<file path="config.mk">
export PLATFORM = sky130hd
export DESIGN_NAME = player_capture
export DESIGN_NICKNAME = d
export VERILOG_FILES = /design/src/rtl/simon_pkg.sv /design/src/rtl/button_debounce.sv /design/src/rtl/player_capture.sv
export SDC_FILE = /design/constraint.sdc
export NUM_CORES = 1
export LEC_CHECK = 0
export CAP_MARGIN = 20
export CORE_AREA = 2 2 91 93
export DETAILED_ROUTE_END_ITERATION = 6
export DIE_AREA = 0 0 93 95
export PLACE_DENSITY = 0.77
export SLEW_MARGIN = 20
export SYNTH_ARGS = -nofsm -noshare
export SYNTH_HDL_FRONTEND = slang
export SYNTH_SLANG_ARGS = --single-unit
</file>
<file path="constraint.sdc">
create_clock -name clk -period 4.5 [get_ports clk]
set_clock_uncertainty 0.15 [all_clocks]
set_input_delay 0.9 -clock clk [delete_from_list [all_inputs] [get_ports clk]]
set_output_delay 0.9 -clock clk [all_outputs]
set_load 0.1 [all_outputs]
</file>
<file path="src/rtl/simon_pkg.sv">
// simon_pkg: shared colour/state types and the one-hot colour encoder for the Simon input path.
package simon_pkg;
    localparam int SEQ_LEN = 33;
    typedef enum logic [1:0] {COL0, COL1, COL2, COL3} colour_t;
    typedef enum logic [2:0] {IDLE, ARM, WAIT_PRESS, WAIT_RELEASE, PASS, FAIL} cap_state_t;
    function automatic colour_t onehot_to_colour(input logic [3:0] oh);
        return oh[3] ? COL3 : oh[2] ? COL2 : oh[1] ? COL1 : COL0;
    endfunction
endpackage

</file>
<file path="src/rtl/button_debounce.sv">
// button_debounce: 2-flop synchroniser plus stability counter for one raw button.
module button_debounce #(
    parameter int DEBOUNCE_CYCLES = 16
) (
    input  logic clk,
    input  logic reset_n,
    input  logic btn_raw_i,
    output logic btn_o
);
    localparam int CW = ($clog2(DEBOUNCE_CYCLES) > 0) ? $clog2(DEBOUNCE_CYCLES) : 1;
    logic [1:0]    sync_q;
    logic [CW-1:0] cnt_q, cnt_d;
    logic          lvl_q, lvl_d;
    // The counter only runs while the synchronised level disagrees with the debounced one.
    always_comb begin
        cnt_d = '0;
        lvl_d = lvl_q;
        if (sync_q[1] != lvl_q) begin
            if (cnt_q == CW'(DEBOUNCE_CYCLES - 1)) lvl_d = ~lvl_q;
            else cnt_d = cnt_q + 1'b1;
        end
    end
    always_ff @(posedge clk or negedge reset_n) begin
        if (!reset_n) begin
            sync_q <= '0;
            cnt_q  <= '0;
            lvl_q  <= 1'b0;
        end else begin
            sync_q <= {sync_q[0], btn_raw_i};
            cnt_q  <= cnt_d;
            lvl_q  <= lvl_d;
        end
    end
    assign btn_o = lvl_q;
endmodule

</file>
<file path="src/rtl/player_capture.sv">
// player_capture: debounces the player buttons and checks each press against the round sequence.
// Define PLAYER_TIMEOUT_EN to fail a round when no press arrives within TIMEOUT_CYCLES.
module player_capture #(
    parameter int DEBOUNCE_CYCLES = 16,
    parameter int SEQ_LEN = simon_pkg::SEQ_LEN
`ifdef PLAYER_TIMEOUT_EN
    , parameter int TIMEOUT_CYCLES = 1000000
`endif
) (
    input  logic                    clk,
    input  logic                    reset_n,
    input  logic [3:0]              buttons,
    input  logic [SEQ_LEN-1:0][1:0] segment,
    input  logic [5:0]              round_len,
    input  logic                    start,
    output logic [3:0]              player_input,
    output logic [5:0]              check_idx,
    output logic                    press_valid,
    output logic [1:0]              press_colour,
    output logic                    round_pass,
    output logic                    round_fail,
    output logic                    busy
);
    import simon_pkg::*;

    cap_state_t state_q, state_d;
    logic [5:0] len_q, len_d, idx_q, idx_d;
    logic       pv_q, pv_d, pass_q, fail_q;
    colour_t    col_q, col_d, pi_col;
    logic       pi_onehot, pi_zero, col_match;

    for (genvar i = 0; i < 4; i++) begin : g_btn
        button_debounce #(.DEBOUNCE_CYCLES(DEBOUNCE_CYCLES)) u_db (
            .clk      (clk),
            .reset_n  (reset_n),
            .btn_raw_i(buttons[i]),
            .btn_o    (player_input[i])
        );
    end

    assign pi_zero   = player_input == 4'b0000;
    assign pi_onehot = $onehot(player_input);
    assign pi_col    = onehot_to_colour(player_input);
    assign col_match = pi_col == colour_t'(segment[idx_q]);

`ifdef PLAYER_TIMEOUT_EN
    localparam int TW = ($clog2(TIMEOUT_CYCLES) > 0) ? $clog2(TIMEOUT_CYCLES) : 1;
    logic [TW-1:0] tmo_q, tmo_d;
    logic          tmo_hit;
    assign tmo_hit = tmo_q == TW'(TIMEOUT_CYCLES - 1);
    // Held at zero outside WAIT_PRESS, so every entry starts a fresh count.
    assign tmo_d   = (state_q == WAIT_PRESS) ? tmo_q + 1'b1 : '0;
    always_ff @(posedge clk or negedge reset_n) begin
        if (!reset_n) tmo_q <= '0;
        else tmo_q <= tmo_d;
    end
`else
    logic tmo_hit;
    assign tmo_hit = 1'b0;
`endif

    always_comb begin
        state_d = state_q;
        len_d   = len_q;
        idx_d   = idx_q;
        pv_d    = 1'b0;
        col_d   = col_q;
        case (state_q)
            IDLE: if (start) begin
                len_d   = (32'(round_len) > SEQ_LEN) ? 6'(SEQ_LEN) : round_len;
                idx_d   = '0;
                state_d = (round_len == 6'd0) ? PASS : ARM;
            end
            ARM: state_d = pi_zero ? WAIT_PRESS : ARM;
            // A press has priority over the timeout; multi-button presses fail silently.
            WAIT_PRESS: if (pi_onehot) begin
                pv_d    = 1'b1;
                col_d   = pi_col;
                state_d = col_match ? WAIT_RELEASE : FAIL;
            end else if (!pi_zero || tmo_hit) begin
                state_d = FAIL;
            end
            WAIT_RELEASE: if (pi_zero) begin
                if (idx_q == len_q - 6'd1) state_d = PASS;
                else begin
                    idx_d   = idx_q + 6'd1;
                    state_d = WAIT_PRESS;
                end
            end
            default: state_d = IDLE;
        endcase
    end

    always_ff @(posedge clk or negedge reset_n) begin
        if (!reset_n) begin
            state_q <= IDLE;
            len_q   <= '0;
            idx_q   <= '0;
            pv_q    <= 1'b0;
            col_q   <= COL0;
            pass_q  <= 1'b0;
            fail_q  <= 1'b0;
        end else begin
            state_q <= state_d;
            len_q   <= len_d;
            idx_q   <= idx_d;
            pv_q    <= pv_d;
            col_q   <= col_d;
            pass_q  <= state_q == PASS;
            fail_q  <= state_q == FAIL;
        end
    end

    assign check_idx    = idx_q;
    assign press_valid  = pv_q;
    assign press_colour = col_q;
    assign round_pass   = pass_q;
    assign round_fail   = fail_q;
    assign busy         = state_q != IDLE;
endmodule

</file>
==> qor.csv <==
metric,value,unit
yosys_warnings,0,
rows,33,
ys.flop_type,dfrtp_1,
clock_path_buffers,2,
crit_family,buffers and inverters,
crit_chain,clkdlybuf4s50_1,
synth-simple-area-share,16.3,%
num_vias,2352,
fin_area,0.00409,mm^2
crit_path_end_kind,primary output,
io_buffers,94,
clkLatencyLatePin,0.30,ns
r2r_cells,8,
antenna_found_initial,0,
syn_area,0.00309,mm^2
regArea,0.00120,mm^2
yosys-mux-area-fraction,16.3,%
start_kind,flip-flop,
synth_area_leaders,"dfrtp_1 39%, mux4_1 6.8%, xnor2_1 4.8%",
area_growth,32.5,%
peakVddDrop,0.000424,V
root_buffer,clkbuf_8,
vias_per_cell,5.03,
max-slew-margin-rel,33.3,%
cts_hold_buf,0,
synthAdderAreaFrac,4.30,%
ys_seq_area_share,38.9,%
wirelength,6.95,mm
initial_utilization,38.9,%
hold_path_class,flip-flop to flip-flop,
required,3.45,ns
slew_viol_final,0,
post-route-period-util,78.7,%
diodes,0,
synth_top_area_share,38.9,%
cp.depth,1,
drive_above_1_share,10.2,%
crit_type,flip-flop to primary output,
tightest_slew,0.997,ns
rrSetupSlack,1.56,ns
synth_cell_types,57,
fp.coreArea,0.00793,mm^2
cts_tree,yes,
r2r_end,state_q[1],
synth-compound-area-share,11.5,%
avgSynthCellArea,11.1,um^2
hold_violations,0,
htree_levels,2,
placedCellCount,460,
multi_input_area,0.00167,mm^2
fin_cells,468,
ioPinCount,95,
synth_top_family_by_area,simple AND/OR/NAND/NOR gates,
worst_path_max_delay_cell,clkdlybuf4s50_1,
cts.sinks,48,
final.setup.tns,0,ns
drc,0,
grt.total_usage,15.8,%
async_flop_share,100,%
p_per_area,390,mW/mm^2
final_cell_mix,"92 x clkdlybuf4s50_1, 47 x dfrtp_1, 20 x nor2_1",
wire_per_inst,14.8,um
post_cts_buffers,0,
cts_resized,0,
grt_pass1_wl,11.1,mm
syn_inst,277,
fillers,736,
mostFrequentLayoutCell,clkdlybuf4s50_1,
r2r_start,check_idx[0],
clkTransAtPathRegs,0.09,ns
startpoint,check_idx[0],
yosysTopAreaCell,dfrtp_1,
setup_viol,0,
drtIter0Drc,50,
synth-edff-count,0,
ant_nets,0,
placed_area,0.00399,mm^2
max_freq,0.282,GHz
synth_xor_area_share,5.67,%
dieArea,0.00884,mm^2
die_x,93,um
maxCapViolCount,0,
grt_pass1_vias,2354,
path_buf_inv,1,
crit_path_end,check_idx[0],
numCtsBuffers,5,
first_pass_iters,4,
hp-start,g_btn[0].u_db.sync_q[0],
rsz0062_at_grt,false,
p_leak,0.00164,uW
layout_min_cycle_time,3.54,ns
gp_congestion,0.797,
die_y,95,um
overflow,0,
ys_seq_elements,48,
critPathMaxFanout,20,
dpl.hpwl,5.37,mm
outcome,"finished, final reports clean",
syn_nets,366,
grt_max_degree,49,
cpPeakStageDelay,1.28,ns
nets,451,
crit_arrival,2.49,ns
## layout make-up
class                      instances  share of cell area (%)
inverter                          15                    1.38
tap                              105                    3.21
sequential                        48                    29.4
timing repair buffer              94                    22.9
clock inverter                     2                   0.336
clock buffer                       6                    2.02
multi-input combinational        198                    40.8
## flip-flops by register name, indices dropped and copies added, names as in the netlist
register,flops
round_pass,1
len_q,6
press_valid,1
g_btn.u_db.btn_o,4
state_q,3
check_idx,6
round_fail,1
g_btn.u_db.cnt_q,16
press_colour,2
g_btn.u_db.sync_q,8
## layer usage
layer | wire length [um] | track usage [%] | vias up
li1 | - | - | 1171
met1 | 2960 | 20.4 | 1147
met2 | 3790 | 28.0 | 29
met3 | 150 | 2.95 | 5
met4 | 42 | 2.94 | 0
met5 | 0 | 0 | -
## through the flow
stage / setup WS, ns / hold WS (ns) / power, uW / utilization [%]
floorplan: 1.47 / 0.181 / 1200 / -
global placement: 1.33 / 0.184 / 1320 / 50.3
detailed placement: 1.30 / 0.186 / 1330 / 50.3
CTS: 0.974 / 0.207 / 1610 / 51.5
global route: 0.849 / 0.215 / 1710 / 51.6
finish: 0.958 / 0.205 / 1590 / 51.6
## Yosys cell counts (5+ instances only)
library cell and n:
mux4_1 8, nor2_1 20, buf_6 7, a21oi_1 17, ha_1 9, or3_1 5, nor2b_1 7, inv_1 15
mux2i_1 10, nand3_1 6, mux2_2 8, o21ai_0 14, nand4b_1 5, xnor2_1 17, dfrtp_1 48, nand2_1 17
## worst min path at each step
stage / depth (start not counted) / end
2_1_floorplan: 0 / g_btn[0].u_db.sync_q[1]
3_3_place_gp: 0 / g_btn[1].u_db.sync_q[1]
3_5_place_dp: 0 / g_btn[0].u_db.sync_q[1]
4_1_cts: 0 / g_btn[0].u_db.sync_q[1]
5_1_grt: 0 / g_btn[3].u_db.sync_q[1]
6_report: 0 / g_btn[0].u_db.sync_q[1]
## power breakdown
part | total (uW) | internal [uW] | switching [uW]
clock network | 275 | 126 | 149
logic | 709 | 355 | 354
registers | 610 | 486 | 124
total | 1590 | 967 | 627
## worst reg2reg max path, delay by kind of cell (launching register included)
kind             cells  cell delay [ns]
flip-flops           1             0.91
XOR/XNOR             1             0.20
AND/OR/NAND/NOR      1             0.10
AO/OA/AOI/OAI        4             0.72
multiplexers         2             0.80
## cells by family after synthesis
| family | Yosys count |
|---|---|
| flops | 48 |
| mux | 31 |
| xor+xnor | 20 |
| simple gates | 87 |
| fa+ha+maj | 10 |
| compound gates | 50 |
| buf+inv | 31 |
No activity file was read; power rests on OpenSTA's default activity.
